--- src/rtl/pipe_pkg.sv ---
// Shared pipeline definitions: default widths, ALU opcodes and the EX control payload.
package pipe_pkg;

    localparam int unsigned XLEN_DEF   = 32;
    localparam int unsigned REG_AW_DEF = 5;
    localparam int unsigned CNT_W_DEF  = 16;
    localparam int unsigned ALU_CTL_W  = 3;

    localparam logic [ALU_CTL_W-1:0] ALU_ADD = 3'b000;
    localparam logic [ALU_CTL_W-1:0] ALU_SUB = 3'b010;
    localparam logic [ALU_CTL_W-1:0] ALU_AND = 3'b110;
    localparam logic [ALU_CTL_W-1:0] ALU_OR  = 3'b100;

    typedef struct packed {
        logic                 valid;
        logic                 mem_read;
        logic                 mem_write;
        logic                 reg_write;
        logic [ALU_CTL_W-1:0] alu_ctl;
    } ex_ctl_t;

    // Control word for an injected bubble: nothing valid, nothing written.
    localparam ex_ctl_t BUBBLE_CTL = '{valid: 1'b0, mem_read: 1'b0, mem_write: 1'b0,
                                       reg_write: 1'b0, alu_ctl: ALU_ADD};

endpackage

--- src/rtl/fwd_mux.sv ---
// Operand forwarding select: EX/MEM result beats MEM/WB result beats registered data; x0 never forwarded.
module fwd_mux
    import pipe_pkg::*;
#(
    parameter int unsigned XLEN   = XLEN_DEF,
    parameter int unsigned REG_AW = REG_AW_DEF,
    parameter bit          EN     = 1'b1
) (
    input  logic [REG_AW-1:0] src,
    input  logic [XLEN-1:0]   reg_data,
    input  logic [REG_AW-1:0] mem_rd,
    input  logic              mem_reg_write,
    input  logic [XLEN-1:0]   mem_result,
    input  logic [REG_AW-1:0] wb_rd,
    input  logic              wb_reg_write,
    input  logic [XLEN-1:0]   wb_result,
    output logic [XLEN-1:0]   data_c
);

    logic mem_hit;
    logic wb_hit;

    always_comb begin
        mem_hit = EN && mem_reg_write && (mem_rd != '0) && (mem_rd == src);
        wb_hit  = EN && wb_reg_write && (wb_rd != '0) && (wb_rd == src);
        if (mem_hit) begin
            data_c = mem_result;
        end else if (wb_hit) begin
            data_c = wb_result;
        end else begin
            data_c = reg_data;
        end
    end

endmodule

--- src/rtl/id_ex_stage.sv ---
// ID/EX pipeline register with load-use stall, flush bubbles and ALU operand forwarding.
// Optional feature: define FORWARD_EN for forwarding muxes; otherwise RAW hazards stall until clear.
module id_ex_stage
    import pipe_pkg::*;
#(
    parameter int unsigned XLEN   = XLEN_DEF,
    parameter int unsigned REG_AW = REG_AW_DEF,
    parameter int unsigned CNT_W  = CNT_W_DEF
) (
    input  logic              clk,
    input  logic              rst_n,
    input  logic              id_valid,
    input  logic [REG_AW-1:0] id_rs1,
    input  logic [REG_AW-1:0] id_rs2,
    input  logic [REG_AW-1:0] id_rd,
    input  logic [XLEN-1:0]   id_rs1_data,
    input  logic [XLEN-1:0]   id_rs2_data,
    input  logic [XLEN-1:0]   id_imm,
    input  logic              id_alu_src,
    input  logic [2:0]        id_alu_ctl,
    input  logic              id_mem_read,
    input  logic              id_mem_write,
    input  logic              id_reg_write,
    input  logic              flush,
    input  logic [REG_AW-1:0] mem_rd,
    input  logic              mem_reg_write,
    input  logic [XLEN-1:0]   mem_result,
    input  logic [REG_AW-1:0] wb_rd,
    input  logic              wb_reg_write,
    input  logic [XLEN-1:0]   wb_result,
    output logic              stall_id,
    output logic [XLEN-1:0]   alu_a,
    output logic [XLEN-1:0]   alu_b,
    output logic [2:0]        alu_ctl,
    output logic [XLEN-1:0]   ex_store_data,
    output logic [REG_AW-1:0] ex_rd,
    output logic              ex_mem_read,
    output logic              ex_mem_write,
    output logic              ex_reg_write,
    output logic              ex_valid,
    output logic [CNT_W-1:0]  stall_cnt
);

`ifdef FORWARD_EN
    localparam bit FWD_ON = 1'b1;
`else
    localparam bit FWD_ON = 1'b0;
`endif

    ex_ctl_t           ctl_q, ctl_d;
    logic [REG_AW-1:0] rs1_q, rs2_q, rd_q;
    logic [XLEN-1:0]   rs1_data_q, rs2_data_q, imm_q;
    logic              alu_src_q;
    logic [CNT_W-1:0]  stall_cnt_q;

    logic              rs2_used_c, load_use_c, raw_ex_c, raw_mem_c, hazard_c, bubble_c;
    logic [XLEN-1:0]   rs1_fwd_c, rs2_fwd_c;

    // rs2 only matters for register-register ops and as store data.
    always_comb begin
        rs2_used_c = ~id_alu_src | id_mem_write;
        load_use_c = ctl_q.valid & ctl_q.mem_read & (rd_q != '0)
                   & ((rd_q == id_rs1) | ((rd_q == id_rs2) & rs2_used_c));
        raw_ex_c   = ctl_q.valid & ctl_q.reg_write & (rd_q != '0)
                   & ((rd_q == id_rs1) | ((rd_q == id_rs2) & rs2_used_c));
        raw_mem_c  = mem_reg_write & (mem_rd != '0)
                   & ((mem_rd == id_rs1) | ((mem_rd == id_rs2) & rs2_used_c));
        hazard_c   = id_valid & (FWD_ON ? load_use_c : (load_use_c | raw_ex_c | raw_mem_c));
        bubble_c   = flush | hazard_c;
    end

    assign stall_id = hazard_c & ~flush;

    always_comb begin
        ctl_d = BUBBLE_CTL;
        if (!bubble_c) begin
            ctl_d.valid     = id_valid;
            ctl_d.mem_read  = id_mem_read & id_valid;
            ctl_d.mem_write = id_mem_write & id_valid;
            ctl_d.reg_write = id_reg_write & id_valid;
            ctl_d.alu_ctl   = id_alu_ctl;
        end
    end

    // Pipeline register; data fields are cleared whenever a bubble is loaded.
    always_ff @(posedge clk or negedge rst_n) begin
        if (!rst_n) begin
            ctl_q      <= BUBBLE_CTL;
            rs1_q      <= '0;
            rs2_q      <= '0;
            rd_q       <= '0;
            rs1_data_q <= '0;
            rs2_data_q <= '0;
            imm_q      <= '0;
            alu_src_q  <= 1'b0;
        end else begin
            ctl_q      <= ctl_d;
            rs1_q      <= bubble_c ? '0 : id_rs1;
            rs2_q      <= bubble_c ? '0 : id_rs2;
            rd_q       <= bubble_c ? '0 : id_rd;
            rs1_data_q <= bubble_c ? '0 : id_rs1_data;
            rs2_data_q <= bubble_c ? '0 : id_rs2_data;
            imm_q      <= bubble_c ? '0 : id_imm;
            alu_src_q  <= bubble_c ? 1'b0 : id_alu_src;
        end
    end

    // Saturating count of stalled cycles.
    always_ff @(posedge clk or negedge rst_n) begin
        if (!rst_n) begin
            stall_cnt_q <= '0;
        end else if (stall_id && (stall_cnt_q != {CNT_W{1'b1}})) begin
            stall_cnt_q <= stall_cnt_q + CNT_W'(1);
        end
    end

    fwd_mux #(.XLEN(XLEN), .REG_AW(REG_AW), .EN(FWD_ON)) u_fwd_rs1 (
        .src(rs1_q), .reg_data(rs1_data_q),
        .mem_rd(mem_rd), .mem_reg_write(mem_reg_write), .mem_result(mem_result),
        .wb_rd(wb_rd), .wb_reg_write(wb_reg_write), .wb_result(wb_result),
        .data_c(rs1_fwd_c)
    );

    fwd_mux #(.XLEN(XLEN), .REG_AW(REG_AW), .EN(FWD_ON)) u_fwd_rs2 (
        .src(rs2_q), .reg_data(rs2_data_q),
        .mem_rd(mem_rd), .mem_reg_write(mem_reg_write), .mem_result(mem_result),
        .wb_rd(wb_rd), .wb_reg_write(wb_reg_write), .wb_result(wb_result),
        .data_c(rs2_fwd_c)
    );

    assign alu_a         = rs1_fwd_c;
    assign alu_b         = alu_src_q ? imm_q : rs2_fwd_c;
    assign ex_store_data = rs2_fwd_c;
    assign alu_ctl       = ctl_q.alu_ctl;
    assign ex_rd         = rd_q;
    assign ex_valid      = ctl_q.valid;
    assign ex_mem_read   = ctl_q.mem_read;
    assign ex_mem_write  = ctl_q.mem_write;
    assign ex_reg_write  = ctl_q.reg_write;
    assign stall_cnt     = stall_cnt_q;

endmodule

--- config.mk ---
export PLATFORM = sky130hd
export DESIGN_NAME = id_ex_stage
export DESIGN_NICKNAME = d
export VERILOG_FILES = /design/src/rtl/pipe_pkg.sv /design/src/rtl/fwd_mux.sv /design/src/rtl/id_ex_stage.sv
export SDC_FILE = /design/constraint.sdc
export NUM_CORES = 1
export LEC_CHECK = 0
export CAP_MARGIN = 20
export CORE_AREA = 3 3 126 128
export CTS_BUF_LIST = sky130_fd_sc_hd__clkbuf_16
export CTS_CLUSTER_DIAMETER = 80
export DETAILED_ROUTE_END_ITERATION = 10
export DIE_AREA = 0 0 129 131
export PLACE_DENSITY = 0.84
export SYNTH_ARGS = -nofsm -noshare
export SYNTH_HDL_FRONTEND = slang
export SYNTH_HIERARCHICAL = 1
export SYNTH_SLANG_ARGS = --single-unit
--- constraint.sdc ---
create_clock -name clk -period 2.8 [get_ports clk]
set_input_delay 0.28 -clock clk [delete_from_list [all_inputs] [get_ports clk]]
set_output_delay 0.28 -clock clk [all_outputs]
set_load 0.005 [all_outputs]
==> reports/summary.txt <==
Slowest stage cell on the critical path -> or4_1
Mapped Cells -> 435
Smallest hold slack -> 0.373 ns
Routed Antenna Nets -> 0
Remaining DRCs -> 0
Placed inst area -> 7650 µm²
Length of the first detailed-routing pass in iterations -> 4
Post-DR vias/cell -> 4.52
Die Height -> 131 µm
Tcrit/Tclk final -> 93.0%
Setup CP Type -> register to output port
Clock Skews -> 0.0104 ns
Syn Std Cell Area -> 5410 µm²
WP data required -> 2.52 ns
Post-route cell area -> 8290 µm²
Final core utilization -> 55.3%
Area Growth Syn to Fin -> 53.3%
Vias in the first global route -> 4,117
Core area -> 15,000 µm²
Slew HR -> 57.7%
Worst EP arrival -> 2.33 ns
Starting Density -> 36.1%
Share of cells above drive strength 1 -> 11.1%
Synth Warn # -> 6
Outcome -> finished clean
Slowest stage delay, CP -> 0.58 ns
Slew Viols, Final -> 0
Area of the multi-input gates -> 1680 µm²
Maximum vdd drop -> 0.347 mV
Max-cap viol count -> 0
CTS Buffer Depth -> 2
Die width -> 129 µm
Die area -> 16,900 µm²
CTS sink count -> 125
Final setup viols -> 0
Inserted Clock Buffers -> 17
Post-CTS Setup Inserts -> 0
Mapped Nets -> 634
Aggregate global routing overflow -> 0
Syn_area_per_cell -> 12.4 µm²
CP bufs+invs -> 1
Crit-path cells -> or4_1 > o221ai_1 > o22ai_2 > nor2b_1 > clkdlybuf4s50_1
Layout Cells excl Fill -> 834
Total track usage -> 16.1%
Power per cell area -> 596 nW/µm²
Crit-path leading delay family -> simple AND/OR/NAND/NOR gates
Via count -> 3,773
WL/cell -> 16.2 µm
Pin count of the biggest net entering global routing -> 78
Buffers added on ports -> 252
First-pass GRT wire length -> 21,000 µm
Setup TNS -> 0 ns
Fin. Hold Viols -> 0
Hold Path Class -> primary input to asynchronous set/reset pin
Worst skew pair latency -> 0.41 ns
Levels on crit path -> 5
Pleak -> 3.61 nW
Fillers -> 1,236
Clock transition at path regs -> 0.06 ns
R2R depth -> 7
CTS HTree Levels -> 4
Placed insts -> 801
DR iter-0 viols -> 135
Io pins -> 323
Peak Freq -> 384 MHz
CTS tree -> built
Maximum fanout along the worst path -> 4
# rows -> 45
Tightest Pin Transition -> 0.626 ns
RSZ-0062 raised after global routing -> no
Layout Nets -> 832
N_diodes -> 0
Worst setup EP type -> output port
Final GP Congestion -> 0.805
Initial antenna violation count -> 2
Final HPWL from detailed placement -> 10,300 µm
Final worst path period need -> 2.61 ns
Reg area -> 3130 µm²
Wirelength, routed -> 13,500 µm
Clk root buf -> clkbuf_16
Critical Path Start Type -> register
## layer usage
layer	GRT usage (%)	up-vias	part of all wire (%)
li1	-	1734	-
met1	17.0	1831	37
met2	28.3	175	52
met3	6.95	29	9.0
met4	6.61	4	2.2
met5	0	-	0.16
## layout make-up
cell class | instances | area share, %
clock buffers | 17 | 5.13
clock inverters | 15 | 2.46
inverters | 2 | 0.0906
multi-input cells | 227 | 20.3
flip-flops and latches | 125 | 37.7
well taps | 188 | 2.84
repair buffers | 260 | 31.5
## power by group
group	internal, mW	total [mW]	switching, mW
combinational	0.437	0.652	0.215
sequential	1.90	1.95	0.0490
clock	1.56	2.33	0.772
total	3.90	4.94	1.04
## final timing paths
| check | startpoint | endpoint | slack [ns] |
|---|---|---|---|
| max reg2reg | stall_cnt[0] | stall_cnt[10] | 0.50 |
| min | rst_n | imm_q[11] | 0.37 |
| max | ex_rd[1] | stall_id | 0.19 |
| min in group clk | id_rs1_data[19] | rs1_data_q[19] | 0.42 |
| min reg2reg | stall_cnt[13] | stall_cnt[13] | 0.50 |
| max in group asynchronous | rst_n | ex_rd[4] | 1.70 |
## per-stage QoR
step,worst slack [ns],power (mW)
4_1_cts,0.176,5.01
2_1_floorplan,0.772,2.23
3_5_place_dp,0.206,2.65
5_1_grt,0.0708,5.14
6_report,0.195,4.94
3_3_place_gp,0.266,2.62
## flip-flops by register name, summed over array words and instances (netlist names), 3 cells and up
| register | cells |
|---|---|
| imm_q | 32 |
| rs1_data_q | 32 |
| rs2_data_q | 32 |
| stall_cnt | 16 |
| ex_rd | 5 |
| alu_ctl | 3 |
## worst reg2reg max path: stages, from the launching register on
cell	delay, ns
dfrtp_1	0.43
ha_1	0.23
and3_1	0.20
nor2b_1	0.19
a41oi_1	0.56
buf_4	0.27
nand4_1	0.14
xnor2_1	0.16
## layout by cell type, fill, tap and decap left out, types with 2 or more instances in the layout
cell type	n
nand4b_1	2
nor2_1	6
clkdlybuf4s50_1	251
and3_1	8
or4_1	2
mux2_2	34
inv_1	5
nand2b_1	3
nand3_1	10
nor3_1	2
xnor2_1	16
nor2b_1	2
and2_1	108
nor4_1	2
dfrtp_1	125
clkinvlp_4	2
buf_4	6
xor2_1	18
clkbuf_16	17
bufinv_16	5
a32oi_1	2
nand4_1	5
clkinv_2	3
buf_12	2
## repair_timing
action / CTS / global route
gates resized for setup: 0 / 0
hold endpoints to repair: 28 / 0
hold buffers: 1 / 0
No activity file was read; power rests on OpenSTA's default activity.
